==> config.mk <==
export PLATFORM = sky130hd
export DESIGN_NAME = mem_speed_ctrl
export DESIGN_NICKNAME = d
export VERILOG_FILES = /design/src/rtl/bus_pkg.sv /design/src/rtl/mem_speed_decode.sv /design/src/rtl/mem_speed_ctrl.sv
export SDC_FILE = /design/constraint.sdc
export NUM_CORES = 1
export LEC_CHECK = 0
export CAP_MARGIN = 5
export CELL_PAD_IN_SITES_DETAIL_PLACEMENT = 1
export CELL_PAD_IN_SITES_GLOBAL_PLACEMENT = 2
export CORE_MARGIN = 2
export CORE_UTILIZATION = 10
export CTS_CLUSTER_SIZE = 20
export DETAILED_ROUTE_END_ITERATION = 8
export GPL_TIMING_DRIVEN = 0
export PLACE_DENSITY = 0.95
export SLEW_MARGIN = 20
export SYNTH_ARGS = -nofsm -noshare
export SYNTH_HDL_FRONTEND = slang
export SYNTH_SLANG_ARGS = --single-unit
==> constraint.sdc <==
create_clock -name clk -period 1 [get_ports clk]
set_input_delay 0.15 -clock clk [delete_from_list [all_inputs] [get_ports clk]]
set_output_delay 0.15 -clock clk [all_outputs]
set_load 0.01 [all_outputs]
==> src/rtl/bus_pkg.sv <==
// Shared CPU bus types: memory speed classes, MEMSEL address,
// refresh FSM states.
package bus_pkg;

   typedef enum logic [1:0] {
      MEM_FAST,
      MEM_SLOW,
      MEM_XSLOW,
      MEM_VAR
   } mem_speed_type;

   localparam logic [15:0] MEMSEL_ADDR = 16'h420D;

   typedef enum logic [1:0] {
      REF_IDLE,
      REF_PENDING,
      REF_ACTIVE
   } refresh_state_type;

endpackage

==> src/rtl/mem_speed_decode.sv <==
// Combinational address to memory-speed class decode.
// Also used by the DMA controller.
module mem_speed_decode
   import bus_pkg::*;
(
   input  logic [23:0]   addr,
   output mem_speed_type mem_speed
);

   always_comb begin
      mem_speed = MEM_SLOW;
      unique casez ({addr[22], addr[15], addr[14:13]})
         4'b1???,
         4'b01??: mem_speed = addr[23] ? MEM_VAR : MEM_SLOW;
         4'b0001: mem_speed = MEM_FAST;
         // $4000-$41FF is the joypad/old-IO window
         4'b0010: mem_speed = (addr[12:9] == 4'd0) ? MEM_XSLOW : MEM_FAST;
         4'b0000,
         4'b0011: mem_speed = MEM_SLOW;
      endcase
   end

endmodule

==> src/rtl/mem_speed_ctrl.sv <==
// Bus-side speed request generator, MEMSEL bit and DRAM refresh stall.
// Refresh FSM present only when MEM_SPEED_REFRESH_EN is defined.
module mem_speed_ctrl
   import bus_pkg::*;
#(
   parameter int unsigned REFRESH_CYCLES = 40
) (
   input  logic          clk,
   input  logic          n_reset,
   input  logic          cpu_en,
   input  logic [23:0]   addr,
   input  logic          rd,
   input  logic          wr,
   input  logic [7:0]    wdata,
   input  logic          refresh_req,
   output logic          mem_access,
   output mem_speed_type mem_speed,
   output logic          speed_change,
   output logic          new_speed,
   output logic          stop,
   output logic          memsel,
   output logic          refresh_busy
);

   if (REFRESH_CYCLES < 1 || REFRESH_CYCLES > 255) begin : g_bad_cfg
      $error("REFRESH_CYCLES must be 1..255");
   end

   logic hit;
   logic memsel_q, memsel_d;

   mem_speed_decode u_decode (
      .addr      (addr),
      .mem_speed (mem_speed)
   );

   assign mem_access   = rd | wr;
   assign hit          = wr & ~addr[22] & (addr[15:0] == MEMSEL_ADDR);
   assign speed_change = hit;
   assign new_speed    = wdata[0];

   assign memsel_d = (cpu_en & hit) ? wdata[0] : memsel_q;

   always_ff @(posedge clk or negedge n_reset) begin
      if (!n_reset) memsel_q <= 1'b0;
      else          memsel_q <= memsel_d;
   end

   assign memsel = memsel_q;

`ifdef MEM_SPEED_REFRESH_EN

   localparam logic [7:0] RC_LAST = 8'(REFRESH_CYCLES - 1);

   refresh_state_type state_q, state_d;
   logic [7:0]        rcnt_q, rcnt_d;
   logic              req_q, req_d;
   logic              stop_q, stop_d;

   always_ff @(posedge clk or negedge n_reset) begin
      if (!n_reset) begin
         state_q <= REF_IDLE;
         rcnt_q  <= 8'd0;
         req_q   <= 1'b0;
         stop_q  <= 1'b0;
      end else begin
         state_q <= state_d;
         rcnt_q  <= rcnt_d;
         req_q   <= req_d;
         stop_q  <= stop_d;
      end
   end

   always_comb begin
      state_d = state_q;
      rcnt_d  = rcnt_q;
      req_d   = req_q;
      unique case (state_q)
         REF_IDLE: begin
            if (refresh_req) state_d = REF_PENDING;
         end
         REF_PENDING: begin
            if (refresh_req) req_d = 1'b1;
            if (cpu_en) begin
               state_d = REF_ACTIVE;
               rcnt_d  = RC_LAST;
            end
         end
         REF_ACTIVE: begin
            if (rcnt_q == 8'd0) begin
               // a request landing on the exit clock becomes the pending one
               state_d = (req_q | refresh_req) ? REF_PENDING : REF_IDLE;
               req_d   = req_q & refresh_req;
            end else begin
               rcnt_d = rcnt_q - 8'd1;
               if (refresh_req) req_d = 1'b1;
            end
         end
         default: state_d = REF_IDLE;
      endcase
   end

   always_comb begin
      stop_d = (state_d == REF_ACTIVE);
   end

   assign stop         = stop_q;
   assign refresh_busy = (state_q != REF_IDLE);

`else

   logic unused_refresh_req;

   assign unused_refresh_req = refresh_req;
   assign stop               = 1'b0;
   assign refresh_busy       = 1'b0;

`endif

endmodule

=== Word level (Yosys, flattened, before mapping) ===
Cells that the tools add are included.

* Flip-flop bits (word level): 1
* Bits of input ports: 38
* Output and inout port bits: 8
* Word-level logic and storage cells: 18

* Equal/unequal tests: 5
* Multiplexer cells: 3
* Bitwise logic cells: 5
* Reduce and logical (&&, ||, !) cells: 4

{| class="wikitable"
|+ Operators with widths
! operator !! count
|-
| $eq 16x15->1 const B || 1
|-
| $eq 4x2->1 const B || 2
|-
| $logic_not 4->1 || 2
|-
| $pmux 2 s4 || 1
|-
| $eq 4x1->1 const B || 1
|-
| $mux 2 || 2
|-
| $reduce_or 2->1 || 2
|-
| $and 1x1->1 || 3
|-
| $eq 2x1->1 const B || 1
|-
| $not 1->1 || 1
|-
| $or 1x1->1 || 1
|}

=== Logic depth before layout (Yosys ltp) ===
Gate-level depths: netlist (run 1).

* Word-level depth: 4
* Gate-level depth with buffers: 4

=== Hierarchy ===
Synthesis (run 1) repeated with hierarchy kept, for this count alone.

* Cell total of the unflattened synthesis: 22
* Area, all modules: 188.9 µm²

{| class="wikitable"
|+ By module, submodules not included
! module !! instances !! cells an instance !! area an instance (µm²) !! seq. area each (µm²)
|-
| mem_speed_ctrl || 1 || 16 || 146.4 || 25.0
|-
| mem_speed_decode || 1 || 6 || 42.5 || 0.0
|}

=== Worst setup path after synthesis (run 1) ===
Ideal clock, no wire load.

* Path kind: input to register
* From: input addr[1]
* To: register memsel_q, in the netlist memsel
* Data arrival time: 0.991 ns
* Data required time: 0.873 ns
* Setup slack: -0.118 ns
* Stages: 4
* Buffers on the path: 0
* Cell sequence: nand4b_1 nor4_4 nand4_1 mux2_1

* Word-level cells in the longest chain between the ends: 3

{| class="wikitable"
|+ RTL lines
! item !! RTL line !! source
|-
| start: declaration || mem_speed_ctrl.sv:11 || <nowiki>input logic [23:0] addr,</nowiki>
|-
| $eq 16x15->1 || mem_speed_ctrl.sv:38 || <nowiki>assign hit = wr & ~addr[22] & (addr[15:0] == MEMSEL_ADDR);</nowiki>
|-
| $and 1x1->1 || mem_speed_ctrl.sv:38 ||
|-
| $and 1x1->1 || mem_speed_ctrl.sv:42 || <nowiki>assign memsel_d = (cpu_en & hit) ? wdata[0] : memsel_q;</nowiki>
|-
| end signal: assignment || mem_speed_ctrl.sv:46 || <nowiki>else memsel_q <= memsel_d;</nowiki>
|-
| end: declaration || mem_speed_ctrl.sv:30 || <nowiki>logic memsel_q, memsel_d;</nowiki>
|}

Every way passes these cells.
A chain may end at the register's enable or synchronous reset.

=== Worst setup path in the final report (run 1) ===
* From: input addr[12]
* To: register memsel_q, in the netlist memsel

The elaborated chain is that of the path after synthesis.

==> out/qor.yml, run 1 <==
logic_synthesis:
  ys_ff_latch: 1
  synth_cell_types: 18
  yosysWarnings: 0
  yosysTopAreaCell: "dfrtp_1"
  netlist.area_leader.share_pct: 15.0
  syn_area_um2: 166
  seq_area_frac_synth_pct: 15.0
  avgSynthCellArea_um2: 7.92
  synth_cells: 21
  synth.area.top_cells: "dfrtp_1 (15%), buf_4 (14%), nor4_4 (13%), mux2_1 (6.8%), o21ai_0 (6.0%)"
layout:
  multi_input_area_um2: 156
  mostFrequentLayoutCells: "dlygate4sd2_1 (13), buf_2 (6), clkdlybuf4s50_1 (6), buf_6 (6), buf_4 (4)"
  largest_reg_flops: 1
  seq_area_um2: 25.0
  area_delta_synth_final_pct: 205
  layout-drive-gt1-share_pct: 44.4
  nets: 94
  final_common_cell: "dlygate4sd2_1"
  fillers: 193
  antennaDiodeCount: 0
timing:
  fin_crit_ps: 1410
  period_share_pct: 141
  hold_viol_final: 0
  setup_slack_ps: -409
  final.setup_skew_ps: 0
  tns_ps: -867
  rsz0062_at_grt: "true"
  finalSetupViolations: 3
  maxSlewViolCount: 0
  fmax_mhz: 710
die:
  io_pins: 46
  core_mm2: 0.00154
  rows: 14
  die_area_mm2: 0.00201
  start_util_pct: 10.8
  die_x_um: 44.8
  fp.dieH_um: 44.8
power:
  p_leak_nw: 0.236
  intPower_mw: 0.127
  sw_frac_of_total_pct: 27.1
  ir_worst_vdd_uv: 195
  comb_power_share_pct: 76.4
  seq_power_share_pct: 23.6
  p_per_area_mw_per_mm2: 345
  p_sw_mw: 0.0472
  power_mw: 0.175
  clockPowerShare_pct: 0
global_routing:
  grt_pass1_vias: 288
  grt-ovfl-total: 0
  track_usage_pct: 7.66
  antenna_found_initial: 0
  grt_max_degree: 4
  grt_pass1_wl_um: 1190
placed_design:
  routabilityCongestion: 0.556
  hpwlAfterDp_um: 567
  io_buffers: 29
run:
  maxCapViolations: 0
detailed_routing:
  dr.pass1.iters: 1
  wire_per_inst_um: 10.7
  via_per_inst: 4.11
  drc: 0
  totalWireLength_um: 747
  dr.first_iter.drc_count: 0
  ant_nets: 0
  vias: 288
worst_setup_path:
  path_cells: "buf_6, nor4_4, and3_4, buf_6, buf_6, nand4_1, mux2_4"
  reg2reg_from: "memsel$_DFFE_PN0P_"
  critPathMostFrequentCell: "buf_6"
  crit_path_max_incr_delay_ps: 310
  cp-end-kind: "flip-flop"
  critPathKind: "in -> reg"
  worstPathArrival_ps: 1280
  critPathMaxFanout: 2
  required_ps: 870
  cp-start-kind: "input port"
  slowest_stage: "mux2_4"
  critPathLaunch: "addr[12]"
clock_network:
  path_clk_slew_ps: 0
  clkLatencyLatePin_ps: 0
  cts_hold_buf: 0
outcome:
  status: "complete, but fails checks"
  violations: "negative setup slack"
min_path:
  min_path_type: "in -> async"
[final cells by class]
class,count,area share [%]
plain buffers,3,4.44
flip-flops and latches,1,4.94
inverters,1,0.741
well taps,16,3.95
repair buffers,32,55.1
multi-input cells,17,30.9
[cells in the mapped netlist]
cell type	n
nand4_1	1
and3_1	1
dfrtp_1	1
or2_2	1
nor3_1	1
o21ai_0	2
nor4_4	1
and3_2	1
nor2_1	1
inv_1	1
nor4_1	1
mux2_1	1
nand4b_1	1
conb_1	1
buf_4	3
xnor2_1	1
or3_1	1
nand2_1	1
[logic make-up after synthesis]
family,synth area share (%)
compound gates,6.02
xor+xnor,5.26
buf+inv,15.8
flops,15.0
mux,6.77
other cells,2.25
simple gates,48.9
[worst max-delay path: cells and delay by family]
family,cells,cell delay [ps]
muxes,1,310
buffers and inverters,3,280
and+or+nand+nor,3,560
[metrics by stage]
step,hold slack (ps),cells,utilization (%),worst slack (ps),instance area (um2)
2_1_floorplan,-146,22,-,-118,170
3_3_place_gp,301,67,31.2,-958,480
3_5_place_dp,303,67,31.2,-995,480
4_1_cts,305,69,32.5,-419,502
5_1_grt,314,70,32.9,-495,507
6_report,301,70,32.9,-409,507
[path summary, 6_finish.rpt]
| check | end | slack (ps) | cells after the start |
|---|---|---|---|
| min reg2reg | memsel$_DFFE_PN0P_ | 490 | 1 |
| max | memsel$_DFFE_PN0P_ | -410 | 7 |
| max in group asynchronous | memsel$_DFFE_PN0P_ | 600 | 1 |
| min in group clk | memsel$_DFFE_PN0P_ | 490 | 1 |
| max reg2reg | memsel$_DFFE_PN0P_ | 270 | 1 |
| min | memsel$_DFFE_PN0P_ | 300 | 1 |
[timing repair]
item	4_1_cts	5_1_grt
setup endpoints to repair	7	4
pin swaps	8	1
setup buffers	2	1
cloned	0	0
gates resized for setup	65	2
[metal layers]
metal / wire, um / global-route usage [%] / share of wire [%] / vias up
li1: - / - / - / 137
met1: 230 / 8.45 / 31 / 126
met2: 383 / 15.7 / 51 / 25
met3: 133 / 1.60 / 18 / 0
met4: 0 / 0 / 0 / 0
met5: 0 / 0 / 0 / -
[power by group through the flow]
stage	registers, mW	clock network (mW)	logic, mW
2_1_floorplan	0.0412	0	0.0332
3_3_place_gp	0.0412	0	0.147
3_5_place_dp	0.0412	0	0.148
4_1_cts	0.0412	0	0.134
5_1_grt	0.0412	0	0.144
6_report	0.0412	0	0.133
(Power assumes the default switching activity.)
==> run 2: changes to the inputs <==
RECOVER_POWER = 100   (was default)
==> out/qor.yml, run 2 (synthesis gave the netlist of run 1 again) <==
outcome:
  status: "complete, but fails checks"
  violations: "negative setup slack"
timing:
  fmax_mhz: 710  # unchanged
  hold_viol_final: 0  # unchanged
  whs_ps: 368  # +67.3 ps
  rsz0062_at_grt: "true"
  final.setup_skew_ps: 0  # unchanged
  finalSetupViolations: 3  # unchanged
  maxSlewViolCount: 0  # unchanged
  period_share_pct: 141  # unchanged
  fin_crit_ps: 1410  # unchanged
  setup_slack_ps: -409  # unchanged
die:
  die_x_um: 44.8  # unchanged
  start_util_pct: 10.8  # unchanged
  fp.dieH_um: 44.8  # unchanged
  die_area_mm2: 0.00201  # unchanged
  io_pins: 46  # unchanged
  core_mm2: 0.00154  # unchanged
  rows: 14  # unchanged
worst_setup_path:
  reg2reg_from: "memsel$_DFFE_PN0P_"
  worstPathArrival_ps: 1280  # about the same
  required_ps: 870  # about the same
  critPathLaunch: "addr[12]"
  rrSetupSlack_ps: 270  # about the same
  critPathKind: "in -> reg"
  rr_endpoint: "memsel$_DFFE_PN0P_"
  cp-end-kind: "flip-flop"
  critPathMaxFanout: 2  # unchanged
  crit_path_end: "memsel$_DFFE_PN0P_"
  r2r.worst_path.cells: 1  # unchanged
  cp-start-kind: "input port"
layout:
  post-route-util_pct: 32.6  # -0.24 points
  antennaDiodeCount: 0  # unchanged
  fillers: 193  # unchanged
  seq_area_um2: 25.0  # unchanged
  mostFrequentLayoutCells: "dlygate4sd2_1 (13), buf_6 (6), clkdlybuf4s50_1 (5)"
  largest_reg_flops: 1  # unchanged
  layout-drive-gt1-share_pct: 42.6  # -1.9 points
  area_delta_synth_final_pct: 202
  final_common_cell: "dlygate4sd2_1"
  multi_input_area_um2: 154  # -1.6%
  nets: 94  # unchanged
placed_design:
  routabilityCongestion: 0.556  # unchanged
  hpwlAfterDp_um: 567  # unchanged
  io_buffers: 29  # unchanged
detailed_routing:
  ant_nets: 0  # unchanged
  drc: 0  # unchanged
  dr.pass1.iters: 1  # unchanged
  vias: 288  # unchanged
  dr.first_iter.drc_count: 0  # unchanged
  wire_per_inst_um: 10.7  # unchanged
  via_per_inst: 4.11  # unchanged
  totalWireLength_um: 747  # unchanged
global_routing:
  track_usage_pct: 7.66  # unchanged
  grt-ovfl-total: 0  # unchanged
  grt_pass1_vias: 288  # unchanged
  grt_max_degree: 4  # unchanged
  antenna_found_initial: 0  # unchanged
  grt_pass1_wl_um: 1190  # unchanged
min_path:
  min_path_type: "in -> async"
clock_network:
  cts_hold_buf: 0  # unchanged
  path_clk_slew_ps: 0  # unchanged
  clkLatencyLatePin_ps: 0  # unchanged
run:
  maxCapViolations: 0  # unchanged
power:
  p_leak_nw: 0.234  # -0.98%
  ir_worst_vdd_uv: 195  # -0.17%
  power_mw: 0.172  # -1.6%
  p_per_area_mw_per_mm2: 342  # -0.86%
-- run 2: cell count changes in the layout (fill, tap and decap cells not counted) --
cell and change:
or2_4 -1, or2_2 +1, clkbuf_1 +1, clkdlybuf4s50_1 -1, buf_2 -2, dlygate4sd3_1 +1, clkbuf_2 +1
-- run 2: layout make-up --
class / count / area share [%]
timing repair buffer: 32 / 55.2
multi-input combinational: 17 / 30.6
sequential: 1 / 4.98
buffer: 3 / 4.48
tap: 16 / 3.98
inverter: 1 / 0.746
-- run 2: worst max-delay path, cell delays in order --
cell and delay [ps]:
buf_6 100, nor4_4 250, and3_4 220, buf_6 100
buf_6 80, nand4_1 90, mux2_4 310
-- run 2: layer usage --
| metal | vias to the layer above | part of all wire (%) | track usage [%] |
|---|---|---|---|
| met3 | 0 | 18 | 1.60 |
| met1 | 126 | 31 | 8.45 |
| met2 | 25 | 51 | 15.7 |
| li1 | 137 | - | - |
| met5 | - | 0 | 0 |
| met4 | 0 | 0 | 0 |
-- run 2: report_power, final --
group / total, mW / internal (mW) / switching, mW / leakage, nW
Combinational: 0.131 / 0.0836 / 0.0471 / 0.220
Sequential: 0.0412 / 0.0412 / 0.00000170 / 0.0140
Clock: 0 / 0 / 0 / 0
Total: 0.172 / 0.125 / 0.0471 / 0.234
-- run 2: how the worst min path moves through the flow --
stage	to	start
floorplan	memsel$_DFFE_PN0P_	n_reset
global placement	memsel$_DFFE_PN0P_	n_reset
detailed placement	memsel$_DFFE_PN0P_	n_reset
CTS	memsel$_DFFE_PN0P_	n_reset
global route	memsel$_DFFE_PN0P_	n_reset
finish	memsel$_DFFE_PN0P_	n_reset
-- run 2: what timing repair did --
action / CTS / global route
gates resized for setup: 65 / 2
setup buffers: 2 / 1
endpoints found under the setup margin: 7 / 4
pin swaps: 8 / 1
-- run 2: stage by stage --
step                      area [um2]  cells  setup TNS [ps]  setup slack [ps]
after floorplan                  170     22            -118              -118
after global placement           480     67           -4100              -958
after detailed placement         480     67           -4220              -995
after CTS                        502     69            -806              -419
after global routing             503     70           -1110              -495
final                            503     70            -867              -409
